==> src/rtl/hfrv_bus_arbiter.sv <==
// hfrv_bus_arbiter
//   Shares the HF-RISC memory bus between the CPU and a single DMA master.
//   Ownership only changes through one-cycle HANDOVER / RETURN bubbles so the
//   1-cycle-latency synchronous RAM read data always lands at the master that
//   issued the read. DMA tenures are capped at MAX_BURST beats, and the CPU is
//   guaranteed CPU_SLOT owned cycles before the DMA may take the bus again.
//
//   state     | meaning
//   ----------+-------------------------------------------------------------
//   CPU       | CPU owns the bus, slot_cnt counts down the guaranteed CPU slot
//   HANDOVER  | bubble: CPU's pending read data phase completes, no writes
//   DMA       | DMA owns the bus, one beat per cycle while dma_req_i is high
//   RETURN    | bubble: last DMA read data drains, then the CPU gets the bus
//
// Ports
//   clk_i, rst_i                          clock, synchronous active-high reset
//   cpu_addr_i/cpu_data_i/cpu_data_w_i    CPU bus request
//   cpu_data_o, cpu_stall_o               CPU read data and stall
//   dma_req_i/dma_addr_i/dma_data_i/
//   dma_data_w_i                          DMA bus request (we==0 means read)
//   dma_gnt_o, dma_data_o, dma_valid_o    DMA grant, read data, read-data valid
//   mem_addr_o/mem_data_o/mem_data_w_o    muxed bus request to decode/banks
//   mem_data_i                            muxed bus read data
//   mem_stall_o                           blocks every chip select this cycle
module hfrv_bus_arbiter #(
  parameter int MAX_BURST = 8,
  parameter int CPU_SLOT  = 4
) (
  input  logic        clk_i,
  input  logic        rst_i,
  input  logic [31:0] cpu_addr_i,
  input  logic [31:0] cpu_data_i,
  input  logic [3:0]  cpu_data_w_i,
  output logic [31:0] cpu_data_o,
  output logic        cpu_stall_o,
  input  logic        dma_req_i,
  input  logic [31:0] dma_addr_i,
  input  logic [31:0] dma_data_i,
  input  logic [3:0]  dma_data_w_i,
  output logic        dma_gnt_o,
  output logic [31:0] dma_data_o,
  output logic        dma_valid_o,
  output logic [31:0] mem_addr_o,
  output logic [31:0] mem_data_o,
  output logic [3:0]  mem_data_w_o,
  input  logic [31:0] mem_data_i,
  output logic        mem_stall_o
);

  localparam int BW = $clog2(MAX_BURST + 1);
  localparam int SW = $clog2(CPU_SLOT + 1);

  localparam logic [1:0] ST_CPU      = 2'd0;
  localparam logic [1:0] ST_HANDOVER = 2'd1;
  localparam logic [1:0] ST_DMA      = 2'd2;
  localparam logic [1:0] ST_RETURN   = 2'd3;

  logic [1:0]    state;
  logic [1:0]    state_nxt;
  logic [BW-1:0] beat_cnt;
  logic [SW-1:0] slot_cnt;
  logic          dma_beat;
  logic          last_beat;
  logic          slot_done;

  assign dma_beat  = (state == ST_DMA) && dma_req_i;
  assign last_beat = (beat_cnt == BW'(MAX_BURST - 1));
  // The slot is over once this cycle's decrement brings the count to zero,
  // so the CPU owns the bus for exactly CPU_SLOT cycles after RETURN.
  assign slot_done = (slot_cnt <= SW'(1));

  // Read data is shared; ownership is qualified by cpu_stall_o / dma_valid_o.
  assign cpu_data_o = mem_data_i;
  assign dma_data_o = mem_data_i;

  always_comb begin
    state_nxt = state;
    case (state)
      ST_CPU:      if (dma_req_i && slot_done) state_nxt = ST_HANDOVER;
      ST_HANDOVER: state_nxt = ST_DMA;
      ST_DMA:      if (!dma_req_i || last_beat) state_nxt = ST_RETURN;
      ST_RETURN:   state_nxt = ST_CPU;
      default:     state_nxt = ST_CPU;
    endcase
  end

  always_comb begin
    mem_addr_o   = cpu_addr_i;
    mem_data_o   = cpu_data_i;
    mem_data_w_o = cpu_data_w_i;
    mem_stall_o  = 1'b0;
    cpu_stall_o  = 1'b0;
    dma_gnt_o    = 1'b0;
    case (state)
      ST_CPU: ;
      ST_HANDOVER: begin
        cpu_stall_o  = 1'b1;
        mem_stall_o  = 1'b1;
        mem_data_w_o = 4'b0000;
      end
      ST_DMA: begin
        cpu_stall_o  = 1'b1;
        dma_gnt_o    = 1'b1;
        mem_addr_o   = dma_addr_i;
        mem_data_o   = dma_data_i;
        if (dma_req_i) begin
          mem_data_w_o = dma_data_w_i;
        end else begin
          mem_data_w_o = 4'b0000;
          mem_stall_o  = 1'b1;
        end
      end
      ST_RETURN: begin
        cpu_stall_o  = 1'b1;
        mem_stall_o  = 1'b1;
        mem_addr_o   = dma_addr_i;
        mem_data_o   = dma_data_i;
        mem_data_w_o = 4'b0000;
      end
      default: ;
    endcase
  end

  always_ff @(posedge clk_i) begin
    if (rst_i) begin
      state       <= ST_CPU;
      beat_cnt    <= '0;
      slot_cnt    <= '0;
      dma_valid_o <= 1'b0;
    end else begin
      state       <= state_nxt;
      dma_valid_o <= dma_beat && (dma_data_w_i == 4'b0000);
      case (state)
        ST_CPU:      if (slot_cnt != '0) slot_cnt <= slot_cnt - SW'(1);
        ST_HANDOVER: beat_cnt <= '0;
        ST_DMA:      if (dma_req_i && (beat_cnt != BW'(MAX_BURST))) beat_cnt <= beat_cnt + BW'(1);
        ST_RETURN:   slot_cnt <= SW'(CPU_SLOT);
        default: ;
      endcase
    end
  end

endmodule

==> config.mk <==
export PLATFORM = sky130hd
export DESIGN_NAME = hfrv_bus_arbiter
export DESIGN_NICKNAME = d
export VERILOG_FILES = /design/src/rtl/hfrv_bus_arbiter.sv
export SDC_FILE = /design/constraint.sdc
export NUM_CORES = 1
export LEC_CHECK = 0
export BUFFER_PORTS_ARGS = -buffer_cell sky130_fd_sc_hd__buf_2
export CAP_MARGIN = 30
export CORE_AREA = 2 2 119 121
export CTS_CLUSTER_DIAMETER = 100
export DETAILED_ROUTE_END_ITERATION = 7
export DIE_AREA = 0 0 121 123
export PLACE_DENSITY_LB_ADDON = 0.3
export SYNTH_ARGS = -nofsm -noshare
export SYNTH_HDL_FRONTEND = slang
export SYNTH_SLANG_ARGS = --single-unit
export TNS_END_PERCENT = 20
==> constraint.sdc <==
create_clock -name clk_i -period 2.4 [get_ports clk_i]
set_input_delay 0.72 -clock clk_i [delete_from_list [all_inputs] [get_ports clk_i]]
set_output_delay 0.72 -clock clk_i [all_outputs]
set_load 0.02 [all_outputs]
==> load_flow_metrics.sql <==
INSERT INTO impl_metrics (metric_group, metric, value, unit) VALUES
('finish', 'syn_to_final_growth', '42.8', '%'),
('clock_tree', 'cts-buffers-inserted', '3', ''),
('global_route', 'initial_antenna_violation_count', '0', ''),
('synthesis', 'synth_enable_flop_cells', '0', ''),
('finish', 'postLayoutCellArea', '0.00283', 'mm^2'),
('finish', 'final.fill_count', '1529', ''),
('timing', 'max_slew_violation_total_from_the_final_report', '0', ''),
('placed_design', 'gp_congestion', '0.788', ''),
('power_and_ir_drop', 'ir_drop', '0.000178', 'V'),
('placed_design', 'post-dp-hpwl', '6060', 'um'),
('global_route', 'grt_start_max_net_pins', '35', ''),
('clock_tree', 'clk_path_buf_depth', '2', ''),
('die', 'dieHeight', '123', 'um'),
('global_route', 'gr-total-overflow', '0', ''),
('drt', 'routed_length_per_placed_instance', '12.3', 'um'),
('drt', 'drt_first_iter_violations', '36', ''),
('synthesis', 'yosysWarningCount', '0', ''),
('synthesis', 'synth_area_per_cell', '8.80', 'um^2'),
('drt', 'viasPerCell', '3.71', ''),
('timing', 'layout_worst_path_cycle_share', '96.5', '%'),
('critical_path', 'r2r_slack', '0.83', 'ns'),
('die', 'std_cell_rows', '43', ''),
('power_and_ir_drop', 'seqPwrFrac', '12.8', '%'),
('critical_path', 'critPathKind', 'flip-flop to output port', ''),
('critical_path', 'critPathCaptureType', 'output port', ''),
('power_and_ir_drop', 'swShare', '45.5', '%'),
('hold_path', 'hold_path_class', 'flip-flop to flip-flop', ''),
('synthesis', 'synth_cells', '225', ''),
('finish', 'share_of_layout_cells_above_drive_strength_1', '79.3', '%'),
('clock_tree', 'clk_pin_slew', '0.04', 'ns'),
('clock_tree', 'sink_count_of_the_clock_tree', '10', ''),
('finish', 'num_antenna_cells', '0', ''),
('finish', 'numnets_final', '550', ''),
('critical_path', 'cp_data_required_time', '1.68', 'ns'),
('critical_path', 'timing.critical_path.from_type', 'flip-flop', ''),
('power_and_ir_drop', 'internal_power_of_the_cells', '975', 'uW'),
('outcome', 'result_of_the_run', 'complete, no violations', ''),
('power_and_ir_drop', 'clockPowerShare', '16.3', '%'),
('power_and_ir_drop', 'combinationalPowerShare', '70.9', '%'),
('synthesis', 'yosys.area.top_type', 'sky130_fd_sc_hd__mux2_2', ''),
('timing', 'worst_slew_margin_rel', '73.0', '%'),
('synthesis', 'synth.top_cells.by_area', 'sky130_fd_sc_hd__mux2_2 37%, sky130_fd_sc_hd__buf_4 24%, sky130_fd_sc_hd__dfxtp_1 10%, sky130_fd_sc_hd__ha_1 6.3%, sky130_fd_sc_hd__inv_1 2.8%', ''),
('drt', 'post-route-drc-count', '0', ''),
('timing', 'worst-slew-pin-transition', '0.406', 'ns'),
('timing', 'setup-violations-final', '0', ''),
('clock_tree', 'clk_root_buffer_cell', 'sky130_fd_sc_hd__clkbuf_16', ''),
('power_and_ir_drop', 'power_per_cell_area', '632', 'mW/mm^2'),
('synthesis', 'syn_area', '0.00198', 'mm^2'),
('synthesis', 'ys_seq_area_share', '10.1', '%'),
('clock_tree', 'htreeDepth', '1', ''),
('die', 'floorplan.die_area', '0.0149', 'mm^2'),
('power_and_ir_drop', 'total_leakage_power', '0.00140', 'uW'),
('synthesis', 'ys_dominant_reg_cell', 'sky130_fd_sc_hd__dfxtp_1', ''),
('finish', 'post-route-util', '20.8', '%'),
('drt', 'postRouteAntennaNets', '0', ''),
('die', 'core_region_area', '0.0136', 'mm^2'),
('clock_tree', 'clock_tree_from_tritoncts', 'built', ''),
('power_and_ir_drop', 'switchingPower', '813', 'uW'),
('synthesis', 'synth_common_cells', '65 x sky130_fd_sc_hd__mux2_2, 64 x sky130_fd_sc_hd__buf_4, 15 x sky130_fd_sc_hd__inv_1', ''),
('job', 'max_cap_viol_count', '0', ''),
('synthesis', 'synth_async_sr_flop_share', '0', '%'),
('timing', 'fin_skew', '0.00534', 'ns'),
('timing', 'min_period', '2.32', 'ns'),
('die', 'ioPinCount', '307', ''),
('drt', 'via_count', '2030', ''),
('global_route', 'first_global_vias', '1940', ''),
('drt', 'first_pass_iters', '4', ''),
('clock_tree', 'worst_skew_pair.late_latency', '0.24', 'ns'),
('global_route', 'overall_global_routing_usage', '7.78', '%'),
('synthesis', 'synth_top_area_share', '37.0', '%'),
('global_route', 'grt_first_pass_wirelength', '9250', 'um');
## worst max-delay path, stage by stage (launching register included)
cell	delay [ns]
sky130_fd_sc_hd__dfxtp_1	0.37
sky130_fd_sc_hd__inv_2	0.07
sky130_fd_sc_hd__ha_2	0.20
sky130_fd_sc_hd__nor2_4	0.19
sky130_fd_sc_hd__mux2_2	0.36
sky130_fd_sc_hd__buf_2	0.16
## cell usage in the layout (no fill, tap or decap)
cell type | netlist | routed
sky130_fd_sc_hd__or4_1 | 1 | 1
sky130_fd_sc_hd__a211oi_1 | 2 | 2
sky130_fd_sc_hd__or2b_1 | 1 | 1
sky130_fd_sc_hd__mux2i_1 | 1 | 1
sky130_fd_sc_hd__ha_1 | 10 | 8
sky130_fd_sc_hd__a31oi_1 | 4 | 4
sky130_fd_sc_hd__inv_1 | 15 | 14
sky130_fd_sc_hd__dfxtp_1 | 10 | 9
sky130_fd_sc_hd__mux2_4 | 1 | 1
sky130_fd_sc_hd__o211ai_1 | 1 | 1
sky130_fd_sc_hd__o41ai_1 | 1 | 1
sky130_fd_sc_hd__and2_2 | 1 | 1
sky130_fd_sc_hd__buf_2 | 6 | 209
sky130_fd_sc_hd__ha_2 | 0 | 2
sky130_fd_sc_hd__nor2_4 | 0 | 1
sky130_fd_sc_hd__inv_2 | 0 | 1
sky130_fd_sc_hd__a22oi_1 | 1 | 1
sky130_fd_sc_hd__nor2b_1 | 1 | 1
sky130_fd_sc_hd__xnor2_1 | 2 | 2
sky130_fd_sc_hd__a21oi_1 | 2 | 2
sky130_fd_sc_hd__o31ai_1 | 1 | 1
sky130_fd_sc_hd__a31o_2 | 1 | 1
sky130_fd_sc_hd__nand2_1 | 10 | 10
sky130_fd_sc_hd__buf_4 | 64 | 4
sky130_fd_sc_hd__nor4_1 | 2 | 2
sky130_fd_sc_hd__o311a_2 | 1 | 1
sky130_fd_sc_hd__nand4_1 | 1 | 1
sky130_fd_sc_hd__o21ai_0 | 6 | 4
sky130_fd_sc_hd__nor2_1 | 6 | 6
sky130_fd_sc_hd__dfxtp_2 | 0 | 1
sky130_fd_sc_hd__clkbuf_16 | 0 | 3
sky130_fd_sc_hd__nor3_1 | 1 | 1
sky130_fd_sc_hd__mux2_2 | 65 | 65
sky130_fd_sc_hd__o21bai_1 | 1 | 1
sky130_fd_sc_hd__o311ai_4 | 1 | 1
sky130_fd_sc_hd__o21ai_1 | 0 | 2
## power by group through the flow
stage               registers [uW]  logic, uW  clock network, uW
floorplan                      219       1040                  0
global placement               228       1260                  0
finish                         229       1270                292
detailed placement             229       1270                  0
CTS                            226       1280                298
global route                   234       1380                310
## routing by layer
layer  vias to the layer above  global-route usage [%]  share of wire [%]
met5                         -                       0                  0
met4                         0                    3.71                3.6
met3                        27                    1.75                7.9
met2                       102                    14.5                 54
met1                       906                    8.25                 34
li1                        995                       -                  -
## final cells by class
class	instances	area, um^2	area share [%]
clock buffers	3	75.1	2.65
inverters	15	56.3	1.99
multi-input cells	126	1190	42.2
flip-flops and latches	10	201	7.12
well taps	180	225	7.96
repair buffers	213	1080	38.1
## cells by family after synthesis
kind of cell	synth area share [%]
buffers and inverters	30.1
flip-flops	10.1
adder cells (fa/ha/maj)	6.32
AND/OR/NAND/NOR	6.00
AO/OA/AOI/OAI	8.34
XOR/XNOR	0.885
multiplexers	38.2
## through the flow
step / worst slack [ns] / power, uW / cells
6_report: 0.0844 / 1790 / 547
5_1_grt: 0.00303 / 1930 / 547
4_1_cts: 0.00901 / 1810 / 547
3_5_place_dp: 0.157 / 1500 / 544
3_3_place_gp: 0.224 / 1490 / 544
2_1_floorplan: -0.0831 / 1260 / 225
## timing repair
action	4_1_cts	5_1_grt
resized for setup	1	6
hold buffers	0	0
setup buffers	0	0
hold endpoints to repair	0	0
pin swaps	1	0
setup endpoints to repair	7	12
## sequential cells by signal, summed over array words and instances, names as in the netlist
register     cells
slot_cnt         3
state            2
beat_cnt         4
dma_valid_o      1
## path summary, 6_finish.rpt
kind                from              to  cells past startpoint
max reg2reg     state[0]        state[0]                      7
min reg2reg  slot_cnt[1]     slot_cnt[1]                      2
min          slot_cnt[1]     slot_cnt[1]                      2
max             state[0]  mem_data_o[31]                      5
Power figures use the tool's default switching activity.
